===== src/rtl/trigger_conditioner.sv =====
// trigger_conditioner: synchronizes and debounces a bouncy trigger, adds post-release lockout and counts rejected glitches.
module trigger_conditioner #(
   parameter int DEBOUNCE_CYCLES = 4,
   parameter int LOCKOUT_CYCLES  = 8
) (
   input  logic       clk,
   input  logic       reset,
   input  logic       enable,
   input  logic       raw_in,
   output logic       trigger,
   output logic       trig_pulse,
   output logic       busy,
   output logic [7:0] glitch_count
);
   typedef enum logic [2:0] {IDLE, QUAL_H, HIGH, QUAL_L, LOCKOUT} state_t;
   localparam logic [7:0] DEB_LAST  = 8'(DEBOUNCE_CYCLES - 1);
   localparam logic [7:0] LOCK_LAST = 8'(LOCKOUT_CYCLES - 1);
   localparam state_t     REL_STATE = (LOCKOUT_CYCLES == 0) ? IDLE : LOCKOUT;
   state_t     state, state_d;
   logic [7:0] cnt, cnt_d;
   logic       sync1, sync_q, trig_d, pulse_d, glitch_inc;
   assign busy = state != IDLE;
   always_ff @(posedge clk) begin
      if (reset) begin
         sync1        <= 1'b0;
         sync_q       <= 1'b0;
         state        <= IDLE;
         cnt          <= 8'd0;
         trigger      <= 1'b0;
         trig_pulse   <= 1'b0;
         glitch_count <= 8'd0;
      end else begin
         sync1      <= raw_in;
         sync_q     <= sync1;
         state      <= state_d;
         cnt        <= cnt_d;
         trigger    <= trig_d;
         trig_pulse <= pulse_d;
         if (glitch_inc && glitch_count != 8'hFF) glitch_count <= glitch_count + 8'd1;
      end
   end
   always_comb begin
      state_d    = state;
      cnt_d      = cnt;
      trig_d     = trigger;
      pulse_d    = 1'b0;
      glitch_inc = 1'b0;
      case (state)
         IDLE: begin
            trig_d = 1'b0;
            if (sync_q) begin
               state_d = (DEBOUNCE_CYCLES == 1) ? HIGH : QUAL_H;
               cnt_d   = (DEBOUNCE_CYCLES == 1) ? 8'd0 : 8'd1;
               trig_d  = DEBOUNCE_CYCLES == 1;
               pulse_d = DEBOUNCE_CYCLES == 1;
            end
         end
         QUAL_H: begin
            if (!sync_q) begin
               state_d    = IDLE;
               cnt_d      = 8'd0;
               glitch_inc = 1'b1;
            end else if (cnt == DEB_LAST) begin
               state_d = HIGH;
               cnt_d   = 8'd0;
               trig_d  = 1'b1;
               pulse_d = 1'b1;
            end else cnt_d = cnt + 8'd1;
         end
         HIGH: begin
            trig_d = 1'b1;
            if (!sync_q) begin
               state_d = (DEBOUNCE_CYCLES == 1) ? REL_STATE : QUAL_L;
               cnt_d   = (DEBOUNCE_CYCLES == 1) ? 8'd0 : 8'd1;
               trig_d  = DEBOUNCE_CYCLES != 1;
            end
         end
         QUAL_L: begin
            if (sync_q) begin
               state_d    = HIGH;
               cnt_d      = 8'd0;
               glitch_inc = 1'b1;
            end else if (cnt == DEB_LAST) begin
               state_d = REL_STATE;
               cnt_d   = 8'd0;
               trig_d  = 1'b0;
            end else cnt_d = cnt + 8'd1;
         end
         LOCKOUT: begin
            trig_d  = 1'b0;
            state_d = (cnt == LOCK_LAST) ? IDLE : LOCKOUT;
            cnt_d   = (cnt == LOCK_LAST) ? 8'd0 : cnt + 8'd1;
         end
         default: begin
            state_d = IDLE;
            cnt_d   = 8'd0;
            trig_d  = 1'b0;
         end
      endcase
      if (!enable) begin
         state_d    = IDLE;
         cnt_d      = 8'd0;
         trig_d     = 1'b0;
         pulse_d    = 1'b0;
         glitch_inc = 1'b0;
      end
   end
endmodule


===== config.mk =====
export PLATFORM = sky130hd
export DESIGN_NAME = trigger_conditioner
export DESIGN_NICKNAME = d
export VERILOG_FILES = /design/src/rtl/trigger_conditioner.sv
export SDC_FILE = /design/constraint.sdc
export NUM_CORES = 1
export LEC_CHECK = 0
export CAP_MARGIN = 10
export CORE_ASPECT_RATIO = 2
export CORE_UTILIZATION = 42
export DETAILED_ROUTE_END_ITERATION = 10
export HOLD_SLACK_MARGIN = 0.08
export PLACE_DENSITY = 0.65
export SETUP_SLACK_MARGIN = 0.4
export SYNTH_ARGS = -nofsm -noshare
export SYNTH_HDL_FRONTEND = slang
export SYNTH_SLANG_ARGS = --single-unit
export TNS_END_PERCENT = 10

===== constraint.sdc =====
create_clock -name clk -period 1.7 [get_ports clk]
set_input_delay 0.425 -clock clk [delete_from_list [all_inputs] [get_ports clk]]
set_output_delay 0.425 -clock clk [all_outputs]
set_load 0.02 [all_outputs]

**Yosys cells after proc, flatten, opt, wreduce, memory -nomap -nowiden**

Cells that the tools add are included.

- Equal/unequal tests: 15
- Divide/modulo/power cells: 0
- Order comparisons: 0
- $add $sub $neg: 2
- Reduce and logical (&&, ||, !) cells: 8
- Multiplexer cells: 25
- Shift operators: 0
- Multiply operators: 0
- Bitwise operators: 3

Operator list:

| kind | number |
|---|---|
| 8-bit two-way mux | 6 |
| 8-bit one-hot mux with 5 select lines | 1 |
| 3-bit two-way mux | 7 |
| 8-bit by 1-bit adder with 8-bit output, second input constant | 2 |
| 3-bit one-hot mux with 5 select lines | 1 |
| 2-bit inequality test, second input constant | 6 |
| 8-bit by 2-bit == test with 1-bit output, second input constant | 1 |
| 8-bit by 3-bit == test with 1-bit output, second input constant | 1 |
| 1-bit two-way mux | 8 |
| 8-bit inequality test, second input constant | 1 |
| 4-bit AND reduction | 2 |
| 3-bit by 2-bit == test with 1-bit output, second input constant | 2 |
| 3-bit inequality test, second input constant | 2 |
| 4-bit OR reduction | 1 |
| 3-bit by 1-bit == test with 1-bit output, second input constant | 1 |
| 3-bit == test, second input constant | 1 |
| 3-bit logical NOT | 1 |
| 1-bit inverter | 3 |
| 1-bit one-hot mux with 3 select lines | 1 |
| 3-bit nonzero test | 1 |
| 1-bit one-hot mux with 2 select lines | 1 |
| 2-bit AND reduction | 1 |
| 2-bit OR reduction | 1 |
| 1-bit logical AND | 1 |

- Memory bits (read-only): 0
- Latch bits: 0
- Memories kept: 0
- Register bits after elaboration: 23
- RAM bits: 0
- Output and inout port bits: 11
- Word-level logic and storage cells: 60

**Longest topological paths before layout**

Gate-level depths: netlist (run 1).

- Word-level depth: 4
- Depth in mapped cells: 5

**Worst setup path after synthesis (run 1)**

No wires, ideal clock.

- Path kind: flip-flop to flip-flop
- Start point: reg glitch_count[4]
- End point: reg glitch_count[7]
- Slack: 0.056 ns
- Setup time: 0.123 ns
- Clock period less this slack: 1.644 ns
- Arrival: 1.521 ns
- Cell stages (with the launch flop): 6
- Cell sequence: dfxtp_1 -> and4_1 -> and4_1 -> clkbuf_1 -> nor4_1 -> mux2_1

- Cells in the longest elaborated chain, start to end: 2
- Elaborated cells on any way between the ends: 3
- Classes of those cells: 1 x add/sub; 1 x eq/ne; 1 x reduce/logical

Ends and longest elaborated chain:

| item | RTL line | RTL |
|---|---|---|
| start, declared | 13 | `output logic [7:0] glitch_count` |
| start signal, assigned | 39 | `if (glitch_inc && glitch_count != 8'hFF) glitch_count <= glitch_count + 8'd1;` |
| branches (longest 2 deep; another with 8-bit by 1-bit adder with 8-bit output) | n/a |  |

Several ways; the timed one is not identified.
A chain may end at the register's enable or synchronous reset.

**Worst setup path in the final report (run 1)**

- Start point: reg state[2]
- End point: reg cnt[6]

- Cells in the longest elaborated chain, start to end: 3
- Elaborated cells on any way between the ends: 9
- Classes of those cells: 6 x eq/ne; 1 x mux; 2 x reduce/logical

Ends and longest elaborated chain:

| item | RTL line | RTL |
|---|---|---|
| start, declared | 19 | `state_t state, state_d;` |
| start signal, assigned | 35 | `state <= state_d;` |
| 3-bit by 2-bit == test with 1-bit output or 3-bit logical NOT (tied branches) | 48 | `case (state)` |
| 2-bit inequality test (no line) | n/a |  |
| 2-bit AND reduction (no line) | n/a |  |
| end signal, assigned | 36 | `cnt <= cnt_d;` |
| end, declared | 20 | `logic [7:0] cnt, cnt_d;` |

Parallel ways exist; a longest one is shown, timed or not.

==> flow_metrics.py, run 1 <==
metrics = {
    "critical_path": {
        "end_kind": "flop",
        "ff2ff_path_depth": 5,
        "r2r_slack_ns": 0.06,
        "worst-setup-path-type": "reg -> reg",
        "r2r_end": "cnt[6]$_SDFFE_PP0P_",
        "setup.worst_path.start_class": "flop",
        "cp_max_fo": 8,
        "worstPathArrival_ns": 1.83,
        "reg2reg_from": "state[2]$_SDFFE_PP0P_",
        "max_stage_delay_ns": 0.54,
        "critPathSlowestCell": "or4bb_4",
        "path_cells": "buf_6 > or4bb_4 > o22ai_4 > a41oi_2 > a31oi_1",
        "critPathRequiredTime_ns": 1.89,
    },
    "yosys": {
        "syn-cell-area_sq_um": 1290,
        "synth_seq_cells": 23,
        "ys_warn_count": 0,
        "synth.net_count": 152,
        "ys_seq_area_share_pct": 35.7,
        "yosys.cell_types.count": 44,
        "synthCells": 146,
        "synthFlopType": "dfxtp_1",
        "synth-async-reset-ratio_pct": 0,
        "synth_edf_count": 0,
        "postSynthAreaPerCell_sq_um": 8.83,
    },
    "routing": {
        "vias_per_cell": 6.18,
        "ant_nets": 0,
        "wl_um": 3450,
        "drc": 0,
        "wl_per_cell_um": 16.4,
        "drtPass1Iterations": 4,
        "drt_iter0_drc": 44,
        "vias": 1298,
    },
    "clocking": {
        "cts_max_level": 1,
        "clkLatencyLatePin_ns": 0.27,
        "clk_pin_slew_worst_paths_ns": 0.08,
        "clockBufferDepth": 2,
        "clock-sinks": 23,
        "hold_buffers": 0,
        "cts_buffers": 3,
        "cts_root_buf": "clkbuf_8",
        "cts_tree": "yes",
    },
    "die": {
        "start_util_pct": 43.8,
        "die-area_sq_um": 3310,
        "core_area_sq_um": 2940,
        "die_height_um": 80.3,
        "ios": 15,
        "fp-row-count": 28,
        "die_x_um": 41.2,
    },
    "power": {
        "peakVddDrop_mv": 0.447,
        "p_leak_nw": 0.651,
        "total_power_w": 0.000947,
        "powerDensity_nw_per_um2": 537,
    },
    "place": {
        "io_buffers": 14,
        "hpwl_um": 2490,
        "placed_area_sq_um": 1600,
        "gp_congestion": 0.780,
        "place_ws_ns": -0.424,
    },
    "final_layout": {
        "area_growth_pct": 36.9,
        "layout-drive-gt1-share_pct": 31.1,
        "fillCellCount": 282,
        "antenna_cells": 0,
        "nets": 187,
        "final_core_utilization_pct": 59.9,
        "final_area_sq_um": 1760,
    },
    "grt": {
        "antenna_found_initial": 0,
        "grt_max_degree": 15,
        "gr-total-overflow": 0,
        "grtUsageTotal_pct": 22.9,
        "grt_pass1_wl_um": 5360,
        "grt_pass1_vias": 1226,
    },
    "worst_hold_path": {
        "hold_class": "reg -> reg",
        "min_to": "sync_q$_SDFF_PP0_",
        "holdPathStages": 1,
        "hold_start": "sync1$_SDFF_PP0_",
    },
    "timing": {
        "finalCritPeriodShare_pct": 96.3,
        "finalWorstSetupSlack_ns": 0.0623,
        "max_freq_mhz": 611,
        "fin_crit_ns": 1.64,
        "hold_viol": 0,
        "finClkSkew_ns": 0.00547,
        "setup_viol": 0,
        "relSlewSlack_pct": 78.0,
        "tns_ns": 0,
        "slew_viol_final": 0,
        "tightest_slew_ns": 0.328,
        "grt_setup_unrepaired": "yes",
    },
    "status": {
        "status": "finished, final reports clean",
    },
    "run": {
        "maxCapViolCount": 0,
    },
}
==> synth_stat cells (4+ instances only) <==
library cell,instances,area [sq um]
a21oi_1,8,40.0
and3_1,5,31.3
o21ai_0,6,30.0
o31ai_1,4,30.0
clkbuf_1,4,15.0
nor2b_1,9,56.3
nand2_1,7,26.3
nor2_1,6,22.5
or3_1,4,25.0
dfxtp_1,23,460
nand3_1,13,65.1
a31oi_1,7,43.8
==> report_power, final <==
part	total [W]	internal, W	switching [W]	leakage (nW)
logic	0.0000594	0.0000277	0.0000317	0.437
clock network	0.000345	0.000168	0.000177	0.0228
registers	0.000543	0.000539	0.00000414	0.191
total	0.000947	0.000734	0.000213	0.651
==> cells in the final DEF, fill, tap and decap left out, types with 3 or more instances in the layout <==
cell type	synthesis	final
and3_1	5	5
dlygate4sd2_1	0	11
nand2_1	7	7
nand4_1	3	3
or3_1	4	4
inv_1	3	3
nand3_1	13	13
nor2_1	6	6
buf_4	0	19
o21ai_0	6	6
nor4_4	1	3
a21oi_1	8	8
dfxtp_2	0	8
clkbuf_8	0	3
dfxtp_1	23	13
a31oi_1	7	7
o31ai_1	4	4
nor2b_1	9	7
==> critical path, delay by kind of cell (launching register included) <==
kind	cells	cell delay (ns)
AOI/OAI and AO/OA	3	0.55
buffers and inverters	1	0.12
DFF	1	0.36
and+or+nand+nor	1	0.54
==> cell families after synthesis <==
kind of cell	share of synthesized area (%)
AOI/OAI and AO/OA	21.1
xor gates and xnor gates	3.50
adders and majority gates	1.94
buffers and inverters	3.30
DFF	35.7
muxes	2.52
and+or+nand+nor	31.9
==> timing repair <==
action / CTS / global route
buffers inserted: 2 / 1
endpoints found under the hold margin: 0 / 0
gates resized for setup: 26 / 17
pin swaps: 3 / 8
setup endpoints to repair: 32 / 32
==> registers in the layout, indices dropped and copies added, names as in the netlist <==
signal,cells
trig_pulse,1
glitch_count,8
sync_q,1
state,3
cnt,8
sync1,1
trigger,1
==> worst max path at each step <==
stage	end	depth (start not counted)	start	slack [ns]
6_report	cnt[6]$_SDFFE_PP0P_	5	state[2]$_SDFFE_PP0P_	0.06
5_1_grt	cnt[6]$_SDFFE_PP0P_	5	state[2]$_SDFFE_PP0P_	-0.01
4_1_cts	cnt[6]$_SDFFE_PP0P_	5	state[0]$_SDFFE_PP0P_	0.09
3_5_place_dp	cnt[6]$_SDFFE_PP0P_	5	enable	-0.42
3_3_place_gp	cnt[7]$_SDFFE_PP0P_	5	enable	-0.36
2_1_floorplan	glitch_count[5]$_SDFFE_PP0P_	5	glitch_count[5]$_SDFFE_PP0P_	0.11
==> routing by layer <==
metal  GRT usage (%)  vias up  part of all wire, %
li1                -      631                    -
met1            24.4      617                   38
met2            41.6       43                   58
met3            2.76        7                  3.0
met4            8.39        0                  1.5
met5               0        -                    0
==> through the flow <==
| step | std cells | hold WS, ns |
|---|---|---|
| after CTS | 209 | 0.445 |
| after detailed placement | 203 | 0.426 |
| after global placement | 203 | 0.420 |
| final | 210 | 0.441 |
| after floorplan | 146 | 0.414 |
| after global routing | 210 | 0.449 |
==> layout make-up <==
class / instances / area (sq um) / share of cell area (%)
multi-input cells: 114 / 886 / 50.2
repair buffers: 36 / 307 / 17.4
clock buffers: 4 / 45.0 / 2.55
inverters: 3 / 11.3 / 0.638
flip-flops and latches: 23 / 478 / 27.1
well taps: 30 / 37.5 / 2.13
No activity file was read; power rests on OpenSTA's default activity.
==> run 2, diff against run 1 <==
--- a/config.mk
+++ b/config.mk
@@ -7,6 +7,7 @@
 export LEC_CHECK = 0
 export CAP_MARGIN = 10
 export CORE_ASPECT_RATIO = 2
+export CORE_MARGIN = 3
 export CORE_UTILIZATION = 42
 export DETAILED_ROUTE_END_ITERATION = 10
 export HOLD_SLACK_MARGIN = 0.08
==> run 2 against run 1 <==
- the run now ends with setup timing left
- count of clock-buffer cells in the layout is the same
- largest cell class unchanged
- register-to-register slack lost 0.02 ns
- final area increased by 4.2%
- sequential share of layout area down 1.2 points
==> flow_metrics.py, run 2 (same netlist as run 1, synthesis figures left out) <==
metrics = {
    "routing": {
        "ant_nets": 0,
        "drc": 0,
        "wl_um": 3720,
        "drtPass1Iterations": 4,
        "drt_iter0_drc": 31,
        "vias_per_cell": 6.27,
        "wl_per_cell_um": 17.1,
        "vias": 1366,
    },
    "power": {
        "pwr-share-clk_pct": 36.8,
        "intPower_w": 0.000741,
        "p_leak_nw": 0.737,
        "peakVddDrop_mv": 0.448,
        "total_power_w": 0.000965,
        "p_comb_share_pct": 6.8,
        "seqPwrFrac_pct": 56.3,
        "powerDensity_nw_per_um2": 525,
        "swShare_pct": 23.3,
        "net-switching-power_w": 0.000225,
    },
    "place": {
        "gp_congestion": 0.841,
        "dp_cells": 208,
        "hpwl_um": 2740,
        "place_ws_ns": -0.432,
        "io_buffers": 14,
    },
    "final_layout": {
        "fin_cells": 218,
        "top_regs": "cnt x8, glitch_count x8, state x3",
        "nets": 196,
        "antenna_cells": 0,
        "layout-drive-gt1-share_pct": 34.9,
        "layout_commonest_cell": "buf_4",
        "layout_common_cells": "24 x buf_4, 13 x nand3_1, 13 x dfxtp_1",
        "area_growth_pct": 42.6,
    },
    "status": {
        "failed_checks": "setup timing",
        "status": "finished, violations left",
    },
    "grt": {
        "antenna_found_initial": 0,
        "grt_pass1_wl_um": 6070,
        "grt_pass1_vias": 1364,
        "gr-total-overflow": 0,
        "grtUsageTotal_pct": 20.9,
        "grt_max_degree": 15,
    },
    "timing": {
        "max_freq_mhz": 585,
        "tightest_slew_ns": 0.360,
        "finalWorstSetupSlack_ns": -0.00885,
        "slew_viol_final": 0,
        "setup_viol": 1,
        "relSlewSlack_pct": 75.8,
        "finalCritPeriodShare_pct": 101,
        "tns_ns": -0.00885,
        "hold-worst-slack_ns": 0.453,
        "fin_crit_ns": 1.71,
        "finClkSkew_ns": 0.00302,
        "grt_setup_unrepaired": "yes",
        "hold_viol": 0,
    },
    "critical_path": {
        "critPathSlowestCell": "dfxtp_4",
        "critPathRequiredTime_ns": 1.27,
        "cp_max_fo": 4,
        "cp_num_cells": 3,
        "ff2ff_path_depth": 5,
        "max_stage_delay_ns": 0.37,
        "worst-setup-path-type": "reg -> out",
        "cp_num_buf_inv": 2,
        "path_cells": "buf_4 > or3_1 > buf_2",
        "end_kind": "output pin",
        "setup.worst_path.start_class": "flop",
        "worstPathArrival_ns": 1.28,
        "crit_family": "flip-flops",
    },
    "die": {
        "die-area_sq_um": 3810,
        "ios": 15,
        "core_area_sq_um": 2840,
        "start_util_pct": 45.4,
        "die_height_um": 84.3,
        "die_x_um": 45.2,
        "fp-row-count": 27,
    },
    "clocking": {
        "cts_tree": "yes",
        "clk_pin_slew_worst_paths_ns": 0.09,
        "hold_buffers": 0,
        "clock-sinks": 23,
        "cts_max_level": 1,
        "cts_buffers": 3,
        "clkLatencyLatePin_ns": 0.27,
        "cts_root_buf": "clkbuf_8",
        "clockBufferDepth": 2,
    },
    "worst_hold_path": {
        "hold_class": "reg -> reg",
        "holdPathStages": 1,
    },
    "run": {
        "maxCapViolCount": 0,
    },
}
[run 2: cell types whose count changed in the layout (fill, tap and decap cells not counted), moves of 2 or more]
cell / change
mux2_4: -2
buf_4: +5
nor2_1: -2
nor4_4: -2
nor2_2: +2
buf_6: +3
mux2_1: +2
nor4_2: +2
[run 2: worst reg2reg max path: stages (launching register included)]
cell	delay [ns]
dfxtp_2	0.36
buf_6	0.11
or4bb_4	0.54
o22ai_4	0.27
a41oi_2	0.16
a31oi_1	0.15
[run 2: power by group through the flow]
stage | combinational [W] | clock [W] | sequential, W
6_report | 0.0000661 | 0.000356 | 0.000544
5_1_grt | 0.0000718 | 0.000376 | 0.000545
4_1_cts | 0.0000599 | 0.000358 | 0.000545
3_5_place_dp | 0.0000586 | 0 | 0.000558
3_3_place_gp | 0.0000572 | 0 | 0.000558
2_1_floorplan | 0.0000287 | 0 | 0.000558
[run 2: per-stage QoR]
step | instance area, sq um | util, %
after floorplan | 1300 | -
after global placement | 1650 | 58.1
after detailed placement | 1650 | 58.1
after CTS | 1760 | 61.9
after global routing | 1840 | 64.8
final | 1840 | 64.8
[run 2: worst paths after layout]
check                                      startpoint                  end  slack (ns)
worst max-delay path            state[2]$_SDFFE_PP0P_                 busy      -0.009
worst min-delay path                 sync1$_SDFF_PP0_    sync_q$_SDFF_PP0_        0.45
worst max register to register  state[0]$_SDFFE_PP0P_  cnt[7]$_SDFFE_PP0P_        0.04
worst min register to register       sync1$_SDFF_PP0_    sync_q$_SDFF_PP0_        0.45
[run 2: what timing repair did]
action / 4_1_cts / 5_1_grt
resized for setup: 30 / 14
setup endpoints to repair: 32 / 32
buffers inserted: 2 / 4
pin swaps: 7 / 14
[run 2: layout make-up]
class                   count  area (sq um)
clock buffers               4          45.0
fillers                   262          1000
inverters                   3          11.3
multi-input cells         114           870
flip-flops and latches     23           475
well taps                  29          36.3
repair buffers             45           400
[run 2: routing by layer]
layer / share of wire (%) / global-route usage, %
met5: 0 / 0
met4: 3.1 / 11.7
met3: 3.1 / 3.00
met2: 59 / 39.8
met1: 35 / 18.8
